<file path="src/rtl/traffic_lights_pkg.sv">
// ---------------------------------------------------------------------------
// traffic_lights_pkg
// Shared definitions for the traffic_lights block, its host-side command
// sequencer and their benches.
//   - CMD_* : command codes carried on the light's cmd_type port
//   - seq_op_t : high-level request opcodes accepted by the sequencer
//   - light_mode_t : coarse light mode (OFF / BLINK / RUN)
//   - seq_state_t : sequencer FSM state, also exported as a debug output
// ---------------------------------------------------------------------------
package traffic_lights_pkg;

  localparam logic [2:0] CMD_ON        = 3'd0;  // OFF->BLINK or BLINK->RUN
  localparam logic [2:0] CMD_OFF       = 3'd1;
  localparam logic [2:0] CMD_BLINK     = 3'd2;  // any running state -> BLINK
  localparam logic [2:0] CMD_GREEN_MS  = 3'd3;
  localparam logic [2:0] CMD_RED_MS    = 3'd4;
  localparam logic [2:0] CMD_YELLOW_MS = 3'd5;

  typedef enum logic [1:0] {
    OP_START    = 2'd0,
    OP_STOP     = 2'd1,
    OP_MAINT    = 2'd2,
    OP_RECONFIG = 2'd3
  } seq_op_t;

  typedef enum logic [1:0] {
    MODE_OFF   = 2'd0,
    MODE_BLINK = 2'd1,
    MODE_RUN   = 2'd2
  } light_mode_t;

  typedef enum logic [3:0] {
    SEQ_IDLE  = 4'd0,
    SEQ_CHECK = 4'd1,
    SEQ_ENTER = 4'd2,
    SEQ_WR_G  = 4'd3,
    SEQ_WR_R  = 4'd4,
    SEQ_WR_Y  = 4'd5,
    SEQ_GO    = 4'd6,
    SEQ_STOP  = 4'd7,
    SEQ_GAP   = 4'd8,
    SEQ_ERR   = 4'd9
  } seq_state_t;

  // A phase time is usable when non-zero and small enough that the light's
  // internal ms*2 compare cannot overflow.
  function automatic logic time_ok(input logic [15:0] t, input logic [15:0] max_ms);
    return (t != 16'd0) && (t <= max_ms);
  endfunction

endpackage

</file>
<file path="src/rtl/traffic_lights_sequencer_if.sv">
// ---------------------------------------------------------------------------
// traffic_lights_sequencer_if
// Bundles the sequencer's request port, its command port toward the light
// and its status outputs.
//
// Handshake: a request transfers on a rising clk edge where req_valid_i and
// req_ready_o are both high; the host keeps req_valid_i and all req_* fields
// stable until that edge. cmd_valid_o is a one-cycle strobe with no
// back-pressure: the light must take every command it is shown.
//
// Modports:
//   slave  - the sequencer (consumes requests, drives commands/status)
//   master - the host / bench (drives requests, observes everything else)
// ---------------------------------------------------------------------------
interface traffic_lights_sequencer_if;
  import traffic_lights_pkg::*;

  logic [1:0]  req_op_i;
  logic [15:0] req_red_ms_i;
  logic [15:0] req_yellow_ms_i;
  logic [15:0] req_green_ms_i;
  logic        req_valid_i;
  logic        req_ready_o;
  logic [2:0]  cmd_type_o;
  logic [15:0] cmd_data_o;
  logic        cmd_valid_o;
  light_mode_t mode_o;
  logic        busy_o;
  logic        err_o;

  modport slave (
    input  req_op_i, req_red_ms_i, req_yellow_ms_i, req_green_ms_i, req_valid_i,
    output req_ready_o, cmd_type_o, cmd_data_o, cmd_valid_o, mode_o, busy_o, err_o
  );

  modport master (
    output req_op_i, req_red_ms_i, req_yellow_ms_i, req_green_ms_i, req_valid_i,
    input  req_ready_o, cmd_type_o, cmd_data_o, cmd_valid_o, mode_o, busy_o, err_o
  );

endinterface

</file>
<file path="src/rtl/traffic_lights_sequencer.sv">
// ---------------------------------------------------------------------------
// traffic_lights_sequencer
// Expands START / STOP / MAINT / RECONFIG requests into the ordered command
// strobes a traffic_lights instance needs, tracking a shadow of the light's
// mode so timing writes are only issued while the light is in yellow-blink.
//
// Parameters:
//   CMD_GAP - idle cycles after every issued command (0 allowed)
//   MAX_MS  - largest legal phase time
// Ports:
//   clk_i       - clock
//   srst_i      - synchronous active-high reset (shared with the light)
//   bus         - request / command / status bundle (slave side)
//   dbg_state_o - current FSM state, for observation only
// Build option:
//   TRAFFIC_LIGHTS_SEQ_CFG_CACHE_EN - remember the last written times and
//   skip timing writes that would not change the light's value.
// ---------------------------------------------------------------------------
module traffic_lights_sequencer
  import traffic_lights_pkg::*;
#(
  parameter int          CMD_GAP = 1,
  parameter logic [15:0] MAX_MS  = 16'h7FFF
) (
  input  logic                        clk_i,
  input  logic                        srst_i,
  traffic_lights_sequencer_if.slave   bus,
  output seq_state_t                  dbg_state_o
);

  localparam int GAP_W = (CMD_GAP > 0) ? $clog2(CMD_GAP + 1) : 1;
  // GAP is entered for CMD_GAP cycles, so the counter starts at CMD_GAP-1.
  localparam logic [GAP_W-1:0] GAP_LOAD = (CMD_GAP > 0) ? GAP_W'(CMD_GAP - 1) : '0;

  seq_state_t       r_state, w_next_state;
  seq_state_t       r_ret, w_next_ret;
  logic [GAP_W-1:0] r_gap_cnt;

  seq_op_t          r_op;
  logic [15:0]      r_red, r_yellow, r_green;
  light_mode_t      r_mode;
  logic [2:0]       r_enter_cmd;

  logic             w_accept;
  logic             w_legal;
  logic             w_need_g, w_need_r, w_need_y;
  seq_state_t       w_after_y, w_after_r, w_after_g, w_after_enter, w_after_check;
  seq_state_t       w_succ;

  logic             w_ready, w_cmd_valid, w_err;
  logic [2:0]       w_cmd_type;
  logic [15:0]      w_cmd_data;

  assign w_accept = (r_state == SEQ_IDLE) && bus.req_valid_i;

`ifdef TRAFFIC_LIGHTS_SEQ_CFG_CACHE_EN
  // Last values written to the light. The flag is set together with the
  // yellow write: when the flag was clear every write of that sequence was
  // issued, and yellow is the last of them.
  logic        r_cache_vld;
  logic [15:0] r_cache_g, r_cache_r, r_cache_y;

  always_ff @(posedge clk_i) begin
    if (srst_i) begin
      r_cache_vld <= 1'b0;
      r_cache_g   <= '0;
      r_cache_r   <= '0;
      r_cache_y   <= '0;
    end else begin
      if (w_next_state == SEQ_WR_G) r_cache_g <= r_green;
      if (w_next_state == SEQ_WR_R) r_cache_r <= r_red;
      if (w_next_state == SEQ_WR_Y) begin
        r_cache_y   <= r_yellow;
        r_cache_vld <= 1'b1;
      end
    end
  end

  assign w_need_g = !(r_cache_vld && (r_cache_g == r_green));
  assign w_need_r = !(r_cache_vld && (r_cache_r == r_red));
  assign w_need_y = !(r_cache_vld && (r_cache_y == r_yellow));
`else
  assign w_need_g = 1'b1;
  assign w_need_r = 1'b1;
  assign w_need_y = 1'b1;
`endif

  // State register
  always_ff @(posedge clk_i) begin
    if (srst_i) begin
      r_state <= SEQ_IDLE;
      r_ret   <= SEQ_IDLE;
    end else begin
      r_state <= w_next_state;
      r_ret   <= w_next_ret;
    end
  end

  // Next-state logic. The w_after_* chain gives the command step that
  // follows each step for the latched request, with skipped steps folded out.
  always_comb begin
    w_legal = time_ok(r_red, MAX_MS) && time_ok(r_yellow, MAX_MS) &&
              time_ok(r_green, MAX_MS);

    w_after_y     = (r_op == OP_START) ? SEQ_GO : SEQ_IDLE;
    w_after_r     = w_need_y ? SEQ_WR_Y : w_after_y;
    w_after_g     = w_need_r ? SEQ_WR_R : w_after_r;
    w_after_enter = (r_op == OP_MAINT) ? SEQ_IDLE :
                    (w_need_g ? SEQ_WR_G : w_after_g);

    case (r_op)
      OP_STOP:  w_after_check = (r_mode != MODE_OFF) ? SEQ_STOP : SEQ_IDLE;
      OP_MAINT: w_after_check = (r_mode != MODE_BLINK) ? SEQ_ENTER : SEQ_IDLE;
      default:  w_after_check = !w_legal ? SEQ_ERR :
                                ((r_mode != MODE_BLINK) ? SEQ_ENTER : w_after_enter);
    endcase

    case (r_state)
      SEQ_ENTER: w_succ = w_after_enter;
      SEQ_WR_G:  w_succ = w_after_g;
      SEQ_WR_R:  w_succ = w_after_r;
      SEQ_WR_Y:  w_succ = w_after_y;
      default:   w_succ = SEQ_IDLE;
    endcase

    w_next_state = r_state;
    w_next_ret   = r_ret;
    case (r_state)
      SEQ_IDLE:  if (bus.req_valid_i) w_next_state = SEQ_CHECK;
      SEQ_CHECK: w_next_state = w_after_check;
      SEQ_ENTER, SEQ_WR_G, SEQ_WR_R, SEQ_WR_Y, SEQ_GO, SEQ_STOP: begin
        if (CMD_GAP > 0) begin
          w_next_state = SEQ_GAP;
          w_next_ret   = w_succ;
        end else begin
          w_next_state = w_succ;
        end
      end
      SEQ_GAP:   if (r_gap_cnt == '0) w_next_state = r_ret;
      SEQ_ERR:   w_next_state = SEQ_IDLE;
      default:   w_next_state = SEQ_IDLE;
    endcase
  end

  // Operand latch, gap counter and shadow mode
  always_ff @(posedge clk_i) begin
    if (srst_i) begin
      r_op        <= OP_START;
      r_red       <= '0;
      r_yellow    <= '0;
      r_green     <= '0;
      r_mode      <= MODE_OFF;
      r_enter_cmd <= CMD_ON;
      r_gap_cnt   <= '0;
    end else begin
      if (w_accept) begin
        r_op     <= seq_op_t'(bus.req_op_i);
        r_red    <= bus.req_red_ms_i;
        r_yellow <= bus.req_yellow_ms_i;
        r_green  <= bus.req_green_ms_i;
      end

      // Captured before the mode moves on the edge that issues ENTER.
      if (r_state == SEQ_CHECK)
        r_enter_cmd <= (r_mode == MODE_OFF) ? CMD_ON : CMD_BLINK;

      if ((w_next_state == SEQ_GAP) && (r_state != SEQ_GAP))
        r_gap_cnt <= GAP_LOAD;
      else if ((r_state == SEQ_GAP) && (r_gap_cnt != '0))
        r_gap_cnt <= r_gap_cnt - GAP_W'(1);

      // Mode follows the command on the edge that raises its strobe.
      case (w_next_state)
        SEQ_ENTER: r_mode <= MODE_BLINK;
        SEQ_GO:    r_mode <= MODE_RUN;
        SEQ_STOP:  r_mode <= MODE_OFF;
        default:   r_mode <= r_mode;
      endcase
    end
  end

  // Outputs decoded from state
  always_comb begin
    w_ready     = 1'b0;
    w_cmd_valid = 1'b0;
    w_cmd_type  = CMD_ON;
    w_cmd_data  = '0;
    w_err       = 1'b0;
    case (r_state)
      SEQ_IDLE:  w_ready = 1'b1;
      SEQ_ENTER: begin
        w_cmd_valid = 1'b1;
        w_cmd_type  = r_enter_cmd;
      end
      SEQ_WR_G: begin
        w_cmd_valid = 1'b1;
        w_cmd_type  = CMD_GREEN_MS;
        w_cmd_data  = r_green;
      end
      SEQ_WR_R: begin
        w_cmd_valid = 1'b1;
        w_cmd_type  = CMD_RED_MS;
        w_cmd_data  = r_red;
      end
      SEQ_WR_Y: begin
        w_cmd_valid = 1'b1;
        w_cmd_type  = CMD_YELLOW_MS;
        w_cmd_data  = r_yellow;
      end
      SEQ_GO: begin
        w_cmd_valid = 1'b1;
        w_cmd_type  = CMD_ON;
      end
      SEQ_STOP: begin
        w_cmd_valid = 1'b1;
        w_cmd_type  = CMD_OFF;
      end
      SEQ_ERR:   w_err = 1'b1;
      default:   w_ready = 1'b0;
    endcase
  end

  assign bus.req_ready_o = w_ready;
  assign bus.busy_o      = !w_ready;
  assign bus.cmd_valid_o = w_cmd_valid;
  assign bus.cmd_type_o  = w_cmd_type;
  assign bus.cmd_data_o  = w_cmd_data;
  assign bus.err_o       = w_err;
  assign bus.mode_o      = r_mode;
  assign dbg_state_o     = r_state;

endmodule

</file>
<file path="src/flat_wrapper.sv">
// flat-port wrapper written by rule: the top's interface ports become plain ports
module traffic_lights_sequencer_flat import traffic_lights_pkg::*;
#(
  parameter int          CMD_GAP = 1,
  parameter logic [15:0] MAX_MS  = 16'h7FFF
)
  (clk_i, srst_i, dbg_state_o, bus_req_op_i, bus_req_red_ms_i, bus_req_yellow_ms_i, bus_req_green_ms_i, bus_req_valid_i, bus_req_ready_o, bus_cmd_type_o, bus_cmd_data_o, bus_cmd_valid_o, bus_mode_o, bus_busy_o, bus_err_o);
  traffic_lights_sequencer_if bus_i ();
  input  logic clk_i;
  input  logic srst_i;
  output seq_state_t dbg_state_o;
  input wire logic [$bits(bus_i.req_op_i)-1:0] bus_req_op_i;
  input wire logic [$bits(bus_i.req_red_ms_i)-1:0] bus_req_red_ms_i;
  input wire logic [$bits(bus_i.req_yellow_ms_i)-1:0] bus_req_yellow_ms_i;
  input wire logic [$bits(bus_i.req_green_ms_i)-1:0] bus_req_green_ms_i;
  input wire logic [$bits(bus_i.req_valid_i)-1:0] bus_req_valid_i;
  output wire logic [$bits(bus_i.req_ready_o)-1:0] bus_req_ready_o;
  output wire logic [$bits(bus_i.cmd_type_o)-1:0] bus_cmd_type_o;
  output wire logic [$bits(bus_i.cmd_data_o)-1:0] bus_cmd_data_o;
  output wire logic [$bits(bus_i.cmd_valid_o)-1:0] bus_cmd_valid_o;
  output wire logic [$bits(bus_i.mode_o)-1:0] bus_mode_o;
  output wire logic [$bits(bus_i.busy_o)-1:0] bus_busy_o;
  output wire logic [$bits(bus_i.err_o)-1:0] bus_err_o;
  assign bus_i.req_op_i = bus_req_op_i;
  assign bus_i.req_red_ms_i = bus_req_red_ms_i;
  assign bus_i.req_yellow_ms_i = bus_req_yellow_ms_i;
  assign bus_i.req_green_ms_i = bus_req_green_ms_i;
  assign bus_i.req_valid_i = bus_req_valid_i;
  assign bus_req_ready_o = bus_i.req_ready_o;
  assign bus_cmd_type_o = bus_i.cmd_type_o;
  assign bus_cmd_data_o = bus_i.cmd_data_o;
  assign bus_cmd_valid_o = bus_i.cmd_valid_o;
  assign bus_mode_o = bus_i.mode_o;
  assign bus_busy_o = bus_i.busy_o;
  assign bus_err_o = bus_i.err_o;
  traffic_lights_sequencer #(.CMD_GAP(CMD_GAP), .MAX_MS(MAX_MS)) u_core (.clk_i(clk_i), .srst_i(srst_i), .bus(bus_i), .dbg_state_o(dbg_state_o));
endmodule
</file>
<file path="config.mk">
export PLATFORM = sky130hd
export DESIGN_NAME = traffic_lights_sequencer_flat
export DESIGN_NICKNAME = d
export VERILOG_FILES = /design/src/rtl/traffic_lights_pkg.sv /design/src/rtl/traffic_lights_sequencer_if.sv /design/src/rtl/traffic_lights_sequencer.sv /design/src/flat_wrapper.sv
export SDC_FILE = /design/constraint.sdc
export NUM_CORES = 1
export LEC_CHECK = 0
export CAP_MARGIN = 5
export CORE_MARGIN = 1.5
export CORE_UTILIZATION = 47
export CTS_CLUSTER_DIAMETER = 150
export DETAILED_ROUTE_END_ITERATION = 6
export GPL_ROUTABILITY_DRIVEN = 1
export PLACE_DENSITY = 0.79
export SLEW_MARGIN = 20
export SYNTH_ARGS = -nofsm -noshare
export SYNTH_HDL_FRONTEND = slang
export SYNTH_SLANG_ARGS = --single-unit
</file>
<file path="constraint.sdc">
create_clock -name clk_i -period 2 [get_ports clk_i]
set_input_delay 0.4 -clock clk_i [delete_from_list [all_inputs] [get_ports clk_i]]
set_output_delay 0.4 -clock clk_i [all_outputs]
set_load 0.005 [all_outputs]
</file>
==> impl_metrics.py, run 1 <==
metrics = {
    "critical_path": {
        "start_kind": "flop",
        "reg2reg_from": "u_core.dbg_state_o[2]$_SDFF_PP0_",
        "cp_data_arrival_time_ns": 1.71,
        "critPathLaunch": "u_core.dbg_state_o[3]$_SDFF_PP0_",
        "worstSetupPathType": "reg2out",
        "critPathCaptureType": "output port",
        "worstPathRequired_ns": 1.60,
        "critical_path.max_fanout": 4,
    },
    "sta": {
        "setup_slack_ns": -0.105,
        "worst_pin_slew_ns": 0.493,
        "skew_ns": 0.00872,
        "slew_viol_final": 0,
        "hold_viol": 0,
        "clock.fmax_mhz": 475,
        "setup_tns_ns": -0.633,
        "period_needed_ns": 2.11,
        "fin_hold_ws_ns": 0.481,
        "setup_viol": 15,
        "slew_headroom_pct": 66.8,
        "rsz0062_at_grt": "true",
        "period_share_pct": 105,
    },
    "grt": {
        "grt_max_degree": 42,
        "grt_first_pass_wirelength_mm": 15.5,
        "grt_antenna_before_repair": 0,
        "grt_pass1_vias": 3163,
        "overflow": 0,
        "track_usage_pct": 32.2,
    },
    "pwr": {
        "irDropWorstVdd_mv": 0.646,
        "powerDensity_mw_per_mm2": 1150,
        "total_power_mw": 5.06,
        "p_leak_nw": 1.93,
    },
    "layout": {
        "num-fill-cells": 390,
        "design_area_sq_mm": 0.00441,
        "insertedDiodeCount": 0,
        "postLayoutCoreUtil_pct": 78.2,
        "nNetsFinal": 542,
        "drive_above_1_share_pct": 23.0,
        "area_growth_pct": 57.4,
        "final_cells": 563,
    },
    "job": {
        "cap_viol_max_count": 0,
    },
    "floorplanning": {
        "row_count": 27,
        "die_x_um": 80.2,
        "initial_utilization_pct": 49.7,
        "ios": 82,
        "die_height_um": 80.2,
        "die_area_sq_mm": 0.00644,
        "coreArea_sq_mm": 0.00564,
    },
    "synth": {
        "synth_edf_count": 0,
        "ys_seq_area_share_pct": 43.6,
        "synth_fp_nets": 422,
        "syn_avg_cell_area_sq_um": 7.66,
        "yosysWarnings": 0,
        "ys_seq_elements": 61,
        "synth_cell_type_count": 40,
        "synthArstFlopShare_pct": 0,
        "syn-cell-area_sq_mm": 0.00280,
        "syn_inst": 366,
        "synthFlopType": "dfxtp_1",
    },
    "placed_design": {
        "place_area_sq_mm": 0.00385,
        "dp_cells": 524,
        "globalplace.congestion": 0.862,
        "io_buffers": 81,
        "place_ws_ns": -0.228,
        "hpwlAfterDp_mm": 6.22,
    },
    "detailed_routing": {
        "drt_iter0_drc": 584,
        "routed.top_layer": "met4",
        "wirelength_mm": 10.3,
        "met3_length_um": 799,
        "avgViaCountPerCell": 5.86,
        "wl_met2_mm": 5.10,
        "drt_pass1_iterations": 7,
        "ant_nets": 0,
        "wire_per_inst_um": 18.2,
        "route.detailed.drc": 5,
        "wl_met1_mm": 3.98,
        "num_vias": 3299,
    },
    "clock_network": {
        "cts-root-buf": "clkbuf_8",
        "htree_levels": 3,
        "cts_made_buffers": 9,
        "clock-sinks": 61,
        "clockBufferDepth": 2,
        "clock_latency_ns": 0.34,
        "clkTransAtPathRegs_ns": 0.07,
        "cts_hold_buf": 0,
        "cts_tree": "yes",
    },
    "min_path": {
        "hp-class": "reg2reg",
        "holdCritStartpoint": "u_core.r_yellow[6]$_SDFFE_PP0P_",
    },
    "run_status": {
        "status": "finished, violations left",
        "failed_checks": "DRC, setup timing",
    },
}
[final cells by class]
| class | count | area, sq um | share of cell area (%) |
|---|---|---|---|
| flip-flops and latches | 61 | 1230 | 27.8 |
| repair buffers | 134 | 1240 | 28.1 |
| well taps | 72 | 90.1 | 2.04 |
| clock inverters | 4 | 95.1 | 2.15 |
| clock buffers | 12 | 145 | 3.29 |
| inverters | 26 | 97.6 | 2.21 |
| multi-input cells | 254 | 1520 | 34.4 |
[power by group]
part | leakage, nW | switching (mW) | internal [mW]
registers | 0.502 | 0.233 | 1.45
clock network | 0.121 | 0.489 | 0.861
logic | 1.30 | 1.04 | 0.989
total | 1.93 | 1.77 | 3.30
[per-layer routing]
| metal | vias up | track usage (%) |
|---|---|---|
| met5 | - | 0 |
| met4 | 0 | 16.0 |
| met3 | 41 | 7.39 |
| met2 | 215 | 55.2 |
| met1 | 1520 | 37.5 |
| li1 | 1523 | - |
[logic make-up after synthesis]
group / after synthesis / share of synthesized area, %
AND/OR/NAND/NOR: 157 / 25.3
AO/OA/AOI/OAI: 91 / 21.5
flip-flops: 61 / 43.6
buffers and inverters: 51 / 7.14
multiplexers: 3 / 1.16
adder cells (fa/ha/maj): 3 / 1.34
[worst paths after layout]
path,slack (ns),end,cells after the start
max,-0.11,bus_cmd_data_o[15],7
min,0.48,u_core.r_yellow[6]$_SDFFE_PP0P_,2
max reg2reg,-0.05,u_core.bus.mode_o[1]$_SDFFE_PP0P_,9
min reg2reg,0.48,u_core.r_yellow[6]$_SDFFE_PP0P_,2
[state kept, by name (all words and copies together), names as in the netlist]
name	flops
u_core.r_green	16
u_core.r_red	16
u_core.r_yellow	16
u_core.dbg_state_o	4
u_core.r_ret	3
u_core.bus.mode_o	2
u_core.r_op	2
u_core.r_enter_cmd	1
u_core.r_gap_cnt	1
[repair_timing]
action	in CTS	in global routing
cloned	1	1
pin swaps	21	13
setup buffers	17	5
resized for setup	90	32
endpoints found under the setup margin	41	48
[critical path, stage by stage, from the launching register on]
cell and delay [ns]:
dfxtp_2 0.34, nand2b_4 0.14, buf_6 0.11, nor2_4 0.05, buf_6 0.12, a222oi_1 0.38, inv_1 0.10, buf_2 0.14
[placed cells by master, fill, tap and decap left out, types with 2 or more instances in the layout]
cell type	netlist	routed
buf_8	0	3
nand2b_1	5	2
clkbuf_1	18	2
bufinv_16	0	3
nand2_1	104	104
nor4_2	1	2
nand4_1	5	5
nor3_1	8	8
inv_1	26	26
buf_2	7	10
clkdlybuf4s50_1	0	57
o21ai_1	2	2
nand2b_4	0	2
mux2_2	2	2
nor2b_1	4	4
dfxtp_2	0	3
clkbuf_8	0	10
buf_4	0	32
nor2_1	12	8
dlygate4sd2_1	0	4
a222oi_1	16	16
buf_6	0	14
ha_1	3	3
clkbuf_2	0	9
a31oi_1	2	2
a21oi_1	55	54
dfxtp_1	61	57
buf_12	0	3
nor4_1	11	9
nor2_4	0	4
[synthesized netlist by cell type, types with 4 or more instances]
| cell | n | share of area [%] |
|---|---|---|
| a21oi_1 | 55 | 9.8 |
| dfxtp_1 | 61 | 44 |
| nand2b_1 | 5 | 1.1 |
| clkbuf_1 | 18 | 2.4 |
| nor4_1 | 11 | 2.5 |
| nand2_1 | 104 | 14 |
| inv_1 | 26 | 3.5 |
| nor2b_1 | 4 | 0.89 |
| nor2_1 | 12 | 1.6 |
| buf_2 | 7 | 1.2 |
| nor3_1 | 8 | 1.4 |
| a222oi_1 | 16 | 5.7 |
| nand4_1 | 5 | 1.1 |
Note: power is estimated with default switching activity, not from simulation.
==> run 2: changes to the inputs <==
--- a/config.mk
+++ b/config.mk
@@ -7,11 +7,12 @@
 export LEC_CHECK = 0
 export CAP_MARGIN = 5
 export CORE_MARGIN = 1.5
-export CORE_UTILIZATION = 47
+export CORE_UTILIZATION = 55
 export CTS_CLUSTER_DIAMETER = 150
 export DETAILED_ROUTE_END_ITERATION = 6
+export DONT_BUFFER_PORTS = 1
 export GPL_ROUTABILITY_DRIVEN = 1
-export PLACE_DENSITY = 0.79
+export PLACE_DENSITY_LB_ADDON = 0.12
 export SLEW_MARGIN = 20
 export SYNTH_ARGS = -nofsm -noshare
 export SYNTH_HDL_FRONTEND = slang
==> impl_metrics.py, run 2 (synthesis gave the netlist of run 1 again) <==
metrics = {
    "detailed_routing": {
        "ant_nets": 0,
        "wirelength_mm": 7.67,
        "wire_per_inst_um": 17.3,
        "route.detailed.drc": 0,
        "avgViaCountPerCell": 6.01,
        "drt_iter0_drc": 251,
        "num_vias": 2663,
        "drt_pass1_iterations": 6,
    },
    "floorplanning": {
        "die_area_sq_mm": 0.00554,
        "row_count": 25,
        "coreArea_sq_mm": 0.00482,
        "die_height_um": 74.4,
        "initial_utilization_pct": 58.2,
        "ios": 82,
        "die_x_um": 74.4,
    },
    "pwr": {
        "powerDensity_mw_per_mm2": 1240,
        "irDropWorstVdd_mv": 0.592,
        "p_leak_nw": 1.33,
    },
    "clock_network": {
        "clock_latency_ns": 0.33,
        "htree_levels": 3,
        "clock-sinks": 61,
        "clkTransAtPathRegs_ns": 0.07,
        "cts_hold_buf": 0,
        "clockBufferDepth": 2,
        "cts-root-buf": "clkbuf_8",
        "cts_tree": "yes",
        "cts_made_buffers": 9,
    },
    "layout": {
        "postLayoutCoreUtil_pct": 67.4,
        "seq_area_sq_mm": 0.00123,
        "insertedDiodeCount": 0,
        "reg_top3": "u_core.r_green: 16 flops, u_core.r_red: 16 flops, u_core.r_yellow: 16 flops",
        "layout_common_cells": "nand2_1 (104), dfxtp_1 (56), a21oi_1 (55), inv_1 (24), a222oi_1 (16)",
        "drive_above_1_share_pct": 15.2,
        "final_common_cell": "nand2_1",
        "num-fill-cells": 427,
        "multiInputGateArea_sq_mm": 0.00147,
        "nNetsFinal": 427,
        "area_growth_pct": 15.8,
    },
    "critical_path": {
        "reg2reg_slack_ns": -0.01,
        "cp_data_arrival_time_ns": 2.24,
        "reg2reg_from": "u_core.r_green[10]$_SDFFE_PP0P_",
        "critical_path.max_fanout": 3,
        "critPathCaptureType": "flop",
        "critPathLaunch": "u_core.r_green[10]$_SDFFE_PP0P_",
        "path_cells": "nor4_1 -> nand4_1 -> nand4_1 -> nor2_1 -> o311a_1 -> a31o_1",
        "cp_common_cell": "nand4_1",
        "start_kind": "flop",
        "r2r-end": "u_core.bus.mode_o[1]$_SDFFE_PP0P_",
        "r2r_cells": 6,
        "slowest_stage": "nor4_1",
        "critPathMaxStageDelay_ns": 0.47,
        "worstSetupPathType": "reg2reg",
        "worstPathRequired_ns": 2.23,
    },
    "sta": {
        "setup_viol": 1,
        "hold_viol": 0,
        "rsz0062_at_grt": "true",
        "worst_pin_slew_ns": 0.530,
        "setup_slack_ns": -0.0140,
        "skew_ns": 0.00688,
        "period_needed_ns": 2.01,
        "slew_headroom_pct": 64.4,
        "clock.fmax_mhz": 497,
        "period_share_pct": 101,
        "slew_viol_final": 0,
    },
    "placed_design": {
        "globalplace.congestion": 0.832,
        "place_ws_ns": -0.0906,
        "hpwlAfterDp_mm": 5.21,
        "io_buffers": 0,
    },
    "min_path": {
        "min_to": "u_core.r_op[0]$_SDFFE_PP0P_",
        "hp-class": "in2reg",
        "holdCritStartpoint": "srst_i",
        "whs_path_depth": 1,
    },
    "grt": {
        "grt_max_degree": 62,
        "grt_use_met3_pct": 6.78,
        "grt_first_pass_wirelength_mm": 11.8,
        "track_usage_pct": 28.4,
        "overflow": 0,
        "grt-busiest-layer": "met2",
        "grt_pass1_vias": 2407,
        "grt_antenna_before_repair": 0,
        "grt_use_met2_pct": 44.7,
        "grt_use_met1_pct": 38.5,
    },
    "run_status": {
        "failed_checks": "setup timing",
        "status": "finished, violations left",
    },
    "job": {
        "cap_viol_max_count": 0,
    },
}
-- run 2: changes by cell type in the layout (fill, tap and decap cells not counted), moves of 3 or more --
cell,before,now
clkdlybuf4s50_1,57,0
buf_8,3,0
bufinv_16,3,0
buf_4,32,11
clkbuf_2,9,0
buf_6,14,4
buf_2,10,1
dlygate4sd2_1,4,0
-- run 2: power breakdown --
part | internal [mW] | total [mW] | switching (mW)
clock network | 0.511 | 0.977 | 0.466
logic | 0.558 | 1.37 | 0.814
registers | 1.45 | 1.67 | 0.223
total | 2.52 | 4.02 | 1.50
-- run 2: worst max path at each step --
stage | to | depth (start not counted)
finish | u_core.bus.mode_o[1]$_SDFFE_PP0P_ | 6
global route | bus_cmd_data_o[1] | 6
CTS | bus_cmd_data_o[6] | 6
detailed placement | bus_cmd_data_o[14] | 4
global placement | u_core.bus.mode_o[1]$_SDFFE_PP0P_ | 7
floorplan | bus_cmd_data_o[15] | 6
-- run 2: final cells by class --
| type | count | area share (%) |
|---|---|---|
| Clock buffer | 12 | 4.78 |
| Timing Repair Buffer | 19 | 5.93 |
| Tap cell | 67 | 2.58 |
| Inverter | 26 | 3.01 |
| Sequential cell | 61 | 37.8 |
| Multi-Input combinational cell | 254 | 45.2 |
| Clock inverter | 4 | 0.694 |
-- run 2: timing repair --
item	CTS	global route
resized for setup	12	13
gates cloned	0	1
setup endpoints to repair	18	20
buffers inserted	3	0
hold endpoints to repair	0	0
pin swaps	9	12
-- run 2: layer usage --
metal | wire (um) | vias up
li1 | - | 1286
met1 | 3340 | 1229
met2 | 3600 | 140
met3 | 651 | 8
met4 | 72 | 0
met5 | 0 | -
-- run 2: stage by stage --
stage | TNS [ns] | power (mW) | std cells | area, sq um | hold slack (ns)
final | -0.0140 | 4.02 | 443 | 3250 | 0.124
after global routing | -0.356 | 4.25 | 443 | 3250 | 0.118
after floorplan | 0 | 2.51 | 366 | 2800 | 0.448
after global placement | -0.371 | 2.88 | 424 | 2940 | 0.456
after detailed placement | -0.646 | 2.90 | 424 | 2940 | 0.463
after CTS | 0 | 3.95 | 442 | 3190 | 0.123
-- run 2: critical path: cells and delay by family, from the launching register on --
family	cells	cell delay (ns)
flip-flops	1	0.34
AO/OA/AOI/OAI	2	0.54
AND/OR/NAND/NOR	4	1.04
